File: config.mk
export PLATFORM = sky130hd
export DESIGN_NAME = seq_decoder
export DESIGN_NICKNAME = d
export VERILOG_FILES = /design/src/rtl/seq_decoder.sv
export SDC_FILE = /design/constraint.sdc
export NUM_CORES = 1
export LEC_CHECK = 0
export ABC_AREA = 1
export CAP_MARGIN = 20
export CORE_ASPECT_RATIO = 1.25
export CORE_UTILIZATION = 33
export CTS_CLUSTER_DIAMETER = 50
export DETAILED_ROUTE_END_ITERATION = 7
export PLACE_DENSITY = 0.83
export SYNTH_ARGS = -nofsm -noshare
export SYNTH_HDL_FRONTEND = slang
export SYNTH_SLANG_ARGS = --single-unit
export TNS_END_PERCENT = 10
File: constraint.sdc
create_clock -name clk -period 1.45 [get_ports clk]
set_clock_uncertainty 0.05 [all_clocks]
set_input_delay 0.29 -clock clk [delete_from_list [all_inputs] [get_ports clk]]
set_output_delay 0.29 -clock clk [all_outputs]
set_load 0.005 [all_outputs]
File: src/rtl/seq_decoder.sv
// Microcoded control sequencer for an 8-bit breadboard-style CPU.
// Steps T0..T4 with fetch, per-opcode execute, halt and programming freeze.
module seq_decoder #(
    parameter int unsigned DATA_W    = 8,
    parameter bit          EARLY_END = 1'b1
) (
    input  logic              clk,
    input  logic              rst,
    input  logic [DATA_W-1:0] insn,
    input  logic              prog_mode,
    input  logic              cf,
    input  logic              zf,
    output logic              hlt,
    output logic              mi,
    output logic              ri,
    output logic              ro,
    output logic              io,
    output logic              ii,
    output logic              ai,
    output logic              ao,
    output logic              sumo,
    output logic              sub,
    output logic              bi,
    output logic              oi,
    output logic              ce,
    output logic              co,
    output logic              j,
    output logic              fi,
    output logic [2:0]        step,
    output logic              halted
);

    localparam logic [2:0] T0 = 3'd0;
    localparam logic [2:0] T1 = 3'd1;
    localparam logic [2:0] T2 = 3'd2;
    localparam logic [2:0] T3 = 3'd3;
    localparam logic [2:0] T4 = 3'd4;

    localparam logic [3:0] OP_LDA = 4'b0001;
    localparam logic [3:0] OP_ADD = 4'b0010;
    localparam logic [3:0] OP_SUB = 4'b0011;
    localparam logic [3:0] OP_STA = 4'b0100;
    localparam logic [3:0] OP_LDI = 4'b0101;
    localparam logic [3:0] OP_JMP = 4'b0110;
    localparam logic [3:0] OP_JC  = 4'b0111;
    localparam logic [3:0] OP_JZ  = 4'b1000;
    localparam logic [3:0] OP_OUT = 4'b1110;
    localparam logic [3:0] OP_HLT = 4'b1111;

    logic [3:0] opcode;
    logic [2:0] last_step;
    logic [2:0] step_nxt;
    logic       halted_nxt;
    logic       unused_operand;

    assign opcode         = insn[DATA_W-1 -: 4];
    assign unused_operand = ^insn[DATA_W-5:0];

    // Final microstep of each opcode, used only for variable-length sequencing.
    always_comb begin
        case (opcode)
            OP_LDA, OP_STA: last_step = T3;
            OP_ADD, OP_SUB: last_step = T4;
            default:        last_step = T2;
        endcase
    end

    // Next-state: prog_mode freezes at T0, halt holds, otherwise advance.
    always_comb begin
        step_nxt   = step;
        halted_nxt = halted;
        if (prog_mode) begin
            step_nxt = T0;
        end else if (!halted) begin
            if (step >= T4 || (EARLY_END && step == last_step)) begin
                step_nxt = T0;
            end else begin
                step_nxt = step + 3'd1;
            end
            if (step == T2 && opcode == OP_HLT) begin
                halted_nxt = 1'b1;
            end
        end
    end

    always_ff @(posedge clk) begin
        if (rst) begin
            step   <= T0;
            halted <= 1'b0;
        end else begin
            step   <= step_nxt;
            halted <= halted_nxt;
        end
    end

    // Control-line decode; steps beyond an opcode's last step fall through to all-zero.
    always_comb begin
        hlt  = 1'b0;
        mi   = 1'b0;
        ri   = 1'b0;
        ro   = 1'b0;
        io   = 1'b0;
        ii   = 1'b0;
        ai   = 1'b0;
        ao   = 1'b0;
        sumo = 1'b0;
        sub  = 1'b0;
        bi   = 1'b0;
        oi   = 1'b0;
        ce   = 1'b0;
        co   = 1'b0;
        j    = 1'b0;
        fi   = 1'b0;
        if (step > T4) begin
            hlt = 1'b0;
        end else if (prog_mode || halted) begin
            hlt = 1'b1;
        end else begin
            case (step)
                T0: begin
                    mi = 1'b1;
                    co = 1'b1;
                end
                T1: begin
                    ro = 1'b1;
                    ii = 1'b1;
                    ce = 1'b1;
                end
                T2: begin
                    case (opcode)
                        OP_LDA, OP_ADD, OP_SUB, OP_STA: begin
                            mi = 1'b1;
                            io = 1'b1;
                        end
                        OP_LDI: begin
                            io = 1'b1;
                            ai = 1'b1;
                        end
                        OP_JMP: begin
                            io = 1'b1;
                            j  = 1'b1;
                        end
                        OP_JC: begin
                            io = 1'b1;
                            j  = cf;
                        end
                        OP_JZ: begin
                            io = 1'b1;
                            j  = zf;
                        end
                        OP_OUT: begin
                            ao = 1'b1;
                            oi = 1'b1;
                        end
                        OP_HLT:  hlt = 1'b1;
                        default: hlt = 1'b0;
                    endcase
                end
                T3: begin
                    case (opcode)
                        OP_LDA: begin
                            ro = 1'b1;
                            ai = 1'b1;
                        end
                        OP_ADD, OP_SUB: begin
                            ro = 1'b1;
                            bi = 1'b1;
                        end
                        OP_STA: begin
                            ao = 1'b1;
                            ri = 1'b1;
                        end
                        default: ro = 1'b0;
                    endcase
                end
                T4: begin
                    if (opcode == OP_ADD || opcode == OP_SUB) begin
                        sumo = 1'b1;
                        ai   = 1'b1;
                        fi   = 1'b1;
                        sub  = (opcode == OP_SUB);
                    end
                end
                default: hlt = 1'b0;
            endcase
        end
    end

endmodule
# --- After elaboration in Yosys (flattened, before gate mapping) ---
# Cells that the tools add are included.
word_totals:
  inputBits: 13
  register_bits: 4
  elab_cells: 89
  out_inout_bits: 20
op_classes:
  n_eq_ne: 15
  muxes: 58
  n_lt_le_gt_ge: 2
  reduce_logical: 11
  add_sub_neg: 1
op_table:
  columns: ["cell", "n"]
  rows:
  - ["$mux W1", 51]
  - ["$eq A4 B3 Y1 const B", 4]
  - ["$eq A4 B4 Y1 const B", 3]
  - ["$eq A4 B2 Y1 const B", 2]
  - ["$reduce_or A8 Y1", 1]
  - ["$eq A3 B2 Y1 const B", 2]
  - ["$pmux W1 S2", 3]
  - ["$pmux W1 S3", 2]
  - ["$pmux W3 S2", 1]
  - ["$reduce_or A2 Y1", 3]
  - ["$eq A4 B1 Y1 const B", 1]
  - ["$reduce_or A4 Y1", 1]
  - ["$add A3 B1 Y3 const B", 1]
  - ["$eq A3 B1 Y1 const B", 1]
  - ["$eq A3 B3 Y1", 1]
  - ["$eq A3 B3 Y1 const B", 1]
  - ["$ge A3 B3 Y1 const B", 1]
  - ["$gt A3 B3 Y1 const B", 1]
  - ["$logic_not A3 Y1", 1]
  - ["$logic_or A1 B1 Y1", 3]
  - ["$mux W3", 1]
  - ["$reduce_or A3 Y1", 1]
  - ["$logic_and A1 B1 Y1", 1]

# --- Logic depth before layout (Yosys ltp) ---
logic_depth:
  ltp_word: 6
  ltp_mapped: 8

# --- Worst setup path before layout ---
# No wires, ideal clock.
synth_timing:
  path_type: "register to output"
  from: "register step[0]"
  to: "output sumo"
  n_path_buf: 1
  t_arrival_ps: 1204
  path_stages_with_launch: 8
  path_slack_ps: -94
  required_time_ps: 1110
  path_cell_list: "dfxtp_1 -> inv_1 -> ha_1 -> inv_1 -> nor3_2 -> inv_2 -> nor2_1 -> buf_4"
synth_between:
  elab_chain_len: 4
  word_cells_on_any_way: 5
  cone_classes: "order compare: 1; eq/ne: 1; mux: 3"
synth_lines:
  columns: ["element", "line", "rtl"]
  rows:
  - ["start: declaration", "29", "output logic [2:0] step,"]
  - ["start signal: assignment", "91", "step <= step_nxt;"]
  - ["$eq A3 B3 Y1", null, null]
  - ["$mux W1 (2 in a row)", null, null]
  - ["$mux W1 (*)", null, null]
  - ["end: declaration", "21", "output logic sumo,"]
# Every way passes the cells marked *; elsewhere a longest branch is shown, timed or not.

# --- Worst setup path after layout ---
layout_timing:
  from: "register step[0]"
  to: "output ao"
layout_between:
  elab_chain_len: 4
  word_cells_on_any_way: 6
  cone_classes: "order compare: 1; eq/ne: 2; mux: 3"
layout_lines:
  columns: ["element", "line", "rtl"]
  rows:
  - ["$eq A3 B2 Y1", "119", "case (step)"]
  - ["$pmux W1 S2", "119", null]
  - ["$mux W1", "116", "end else if (prog_mode || halted) begin"]
  - ["$mux W1 (*)", "114", "if (step > T4) begin"]
  - ["end: declaration", "20", "output logic ao,"]
# Marks and branches as above.

==> impl_metrics.csv <==
group,metric,value,unit
grt,grt_max_degree,8,
sta,worst_pin_slew,337,ps
die,dieArea,1940,sq um
drt,via_count,919,
pwr,finalPower,483,uW
sta,setup_tns,-4640,ps
sta,max_freq,0.540,GHz
grt,grt_pass1_vias,912,
pwr,total_leakage_power,0.618,nW
layout,finalNonFillerCells,174,
drt,drt_iter0_markers,40,
job,cap_violations,0,
grt,antenna_found_initial,0,
clock_tree,cts_tree,"yes",
sta,final_hold_viol_count,0,
synth,yosysWarnings,0,
layout,syn_to_final_growth,122,%
sta,worst_hold_slack,471,ps
layout,nFillCells,100,
drt,routed_wl,2.67,mm
die,io_pins,33,
worst_setup_path,required,1110,ps
placement,dp_cells,162,
layout,final_core_util,0.805,
grt,track_usage,0.274,
worst_setup_path,crit_fanout,4,
placement,dp_hpwl,1.64,mm
sta,period_minus_slack,1850,ps
sta,drv_slew,0,
layout,final_layout_size_suffix_gt1_frac,0.692,
die,row_count,16,
synth,synth_edf_count,0,
synth,syn_area,582,sq um
placement,gp_congestion,0.868,
die,die_h,48.9,um
grt,grt_first_pass_wirelength,3.76,mm
grt,grt-ovfl-total,0,
outcome,status,"finished, violations left",
drt,route.detailed.wl_per_inst,15.3,um
placement,io_buffers,28,
synth,ys.flop_type,"dfxtp_1",
sta,timing.slew.headroom,0.775,
die,initial_core_util,0.363,
clock_tree,cts_inserted_buffers,3,
synth,synth_cells,92,
worst_setup_path,cp.arrival,1510,ps
placement,placed_area,1070,sq um
placement,place_ws,-926,ps
clock_tree,cts-hold-fix-buffers,0,
hold_path,hp-class,"in2reg",
drt,via_per_inst,5.28,
clock_tree,htree_levels,1,
layout,num_antenna_cells,0,
layout,fin_area,1290,sq um
worst_setup_path,reg2reg_from,"step[0]$_SDFFE_PP0N_",
worst_setup_path,crit_start,"step[0]$_SDFFE_PP0N_",
outcome,violations,"negative setup slack",
clock_tree,cts_sinks,4,
synth,synth-seq-cells,4,
pwr,vdd_ir_drop_max,0.476,mV
synth,yosysSeqAreaShare,0.138,
drt,drc,0,
pwr,powerDensity,375,nW/um^2
die,fp.coreArea,1600,sq um
hold_path,hp-start,"insn[5]",
synth,ys_async_sr_fraction,0,
drt,drtPass1Iterations,4,
synth,syn_area_per_cell,6.32,sq um
clock_tree,clk_pin_slew_worst_paths,30,ps
clock_tree,cts.path.max_buffers,2,
synth,syn-num-nets,110,
clock_tree,root_buffer,"clkbuf_4",
worst_setup_path,startpoint_type,"register",
die,die_w,39.6,um
worst_setup_path,crit_type,"reg2out",
clock_tree,worstSkewPairLatency,240,ps
sta,fin_ws,-403,ps
sta,timing.final.crit_share,1.28,
drt,final_antenna_net_count,0,
sta,grt_setup_unrepaired,"true",
sta,finalSetupViolCount,17,
layout,fin_nets,176,
worst_setup_path,endpoint_kind,"output port",
synth,yosysUniqueCellTypes,25,
-- worst paths after layout --
| check | endpoint | slack [ps] | cells after the start |
|---|---|---|---|
| min reg2reg | step[0]$_SDFFE_PP0N_ | 580 | 3 |
| max | ao | -400 | 9 |
| max reg2reg | halted$_SDFFE_PP0N_ | 240 | 7 |
| min | halted$_SDFFE_PP0N_ | 470 | 4 |
-- sequential cells by signal, summed over array words and instances (netlist names) --
name / cells
step: 3
halted: 1
-- metal layers --
| metal | global-route usage | vias up | wire (um) |
|---|---|---|---|
| met5 | 0 | - | 0 |
| met4 | 0.195 | 0 | 59 |
| met3 | 0.0776 | 6 | 162 |
| met2 | 0.459 | 54 | 1560 |
| met1 | 0.266 | 428 | 887 |
| li1 | - | 431 | - |
-- logic make-up after synthesis --
kind of cell | Yosys count | synth area share
adder cells (fa/ha/maj) | 5 | 0.108
buffers and inverters | 18 | 0.142
AO/OA/AOI/OAI | 15 | 0.151
AND/OR/NAND/NOR | 50 | 0.462
flip-flops | 4 | 0.138
-- layout by cell type (no fill, tap or decap), types with 2 or more instances in the layout --
| cell type | instances |
|---|---|
| a21oi_1 | 4 |
| a21oi_2 | 2 |
| buf_2 | 13 |
| buf_4 | 32 |
| buf_6 | 5 |
| clkbuf_2 | 2 |
| clkbuf_4 | 3 |
| clkdlybuf4s15_1 | 2 |
| clkdlybuf4s15_2 | 2 |
| clkdlybuf4s50_1 | 4 |
| dfxtp_2 | 2 |
| dfxtp_4 | 2 |
| dlygate4sd2_1 | 4 |
| ha_4 | 4 |
| inv_1 | 5 |
| inv_2 | 6 |
| inv_4 | 3 |
| nand2_1 | 9 |
| nand2_2 | 3 |
| nand3_1 | 7 |
| nand3_2 | 4 |
| nor2_1 | 5 |
| nor2_2 | 4 |
| nor2_4 | 8 |
| nor3_2 | 5 |
| nor3_4 | 3 |
| o21ai_0 | 2 |
| o21ai_2 | 2 |
-- final cells by class --
cell class / instances / area [sq um] / share of cell area
repair buffers: 64 / 489 / 0.380
well taps: 18 / 22.5 / 0.0175
inverters: 15 / 68.8 / 0.0534
clock buffers: 3 / 22.5 / 0.0175
flip-flops and latches: 4 / 90.1 / 0.0699
multi-input cells: 70 / 596 / 0.462
-- Yosys cell counts, drive strengths merged (3+ instances only) --
| library cell | instances | area, sq um |
|---|---|---|
| nand3 | 11 | 60.1 |
| nand2 | 13 | 56.3 |
| o21ai | 5 | 25.0 |
| a21oi | 6 | 33.8 |
| dfxtp | 4 | 80.1 |
| ha | 5 | 62.6 |
| buf | 3 | 26.3 |
| nor2 | 17 | 83.8 |
| inv | 15 | 56.3 |
| nor3 | 8 | 61.3 |
-- repair_timing --
item                                    CTS  global route
resized for setup                       105            28
buffers inserted                          9             1
endpoints found under the setup margin   23            17
pin swaps                                16            11
-- power breakdown --
group	switching [mW]	leakage, nW	internal, mW
clock network	0.0442	0.0138	0.0924
logic	0.113	0.569	0.112
registers	0.00824	0.0349	0.113
-- critical path: stages (launching register included) --
cell and delay [ps]:
dfxtp_4 390, ha_4 170, ha_4 160, inv_4 50, nor2_4 90, inv_2 60
nor2_4 100, o21ai_2 50, nor2_1 80, buf_2 110
(Power assumes the default switching activity.)
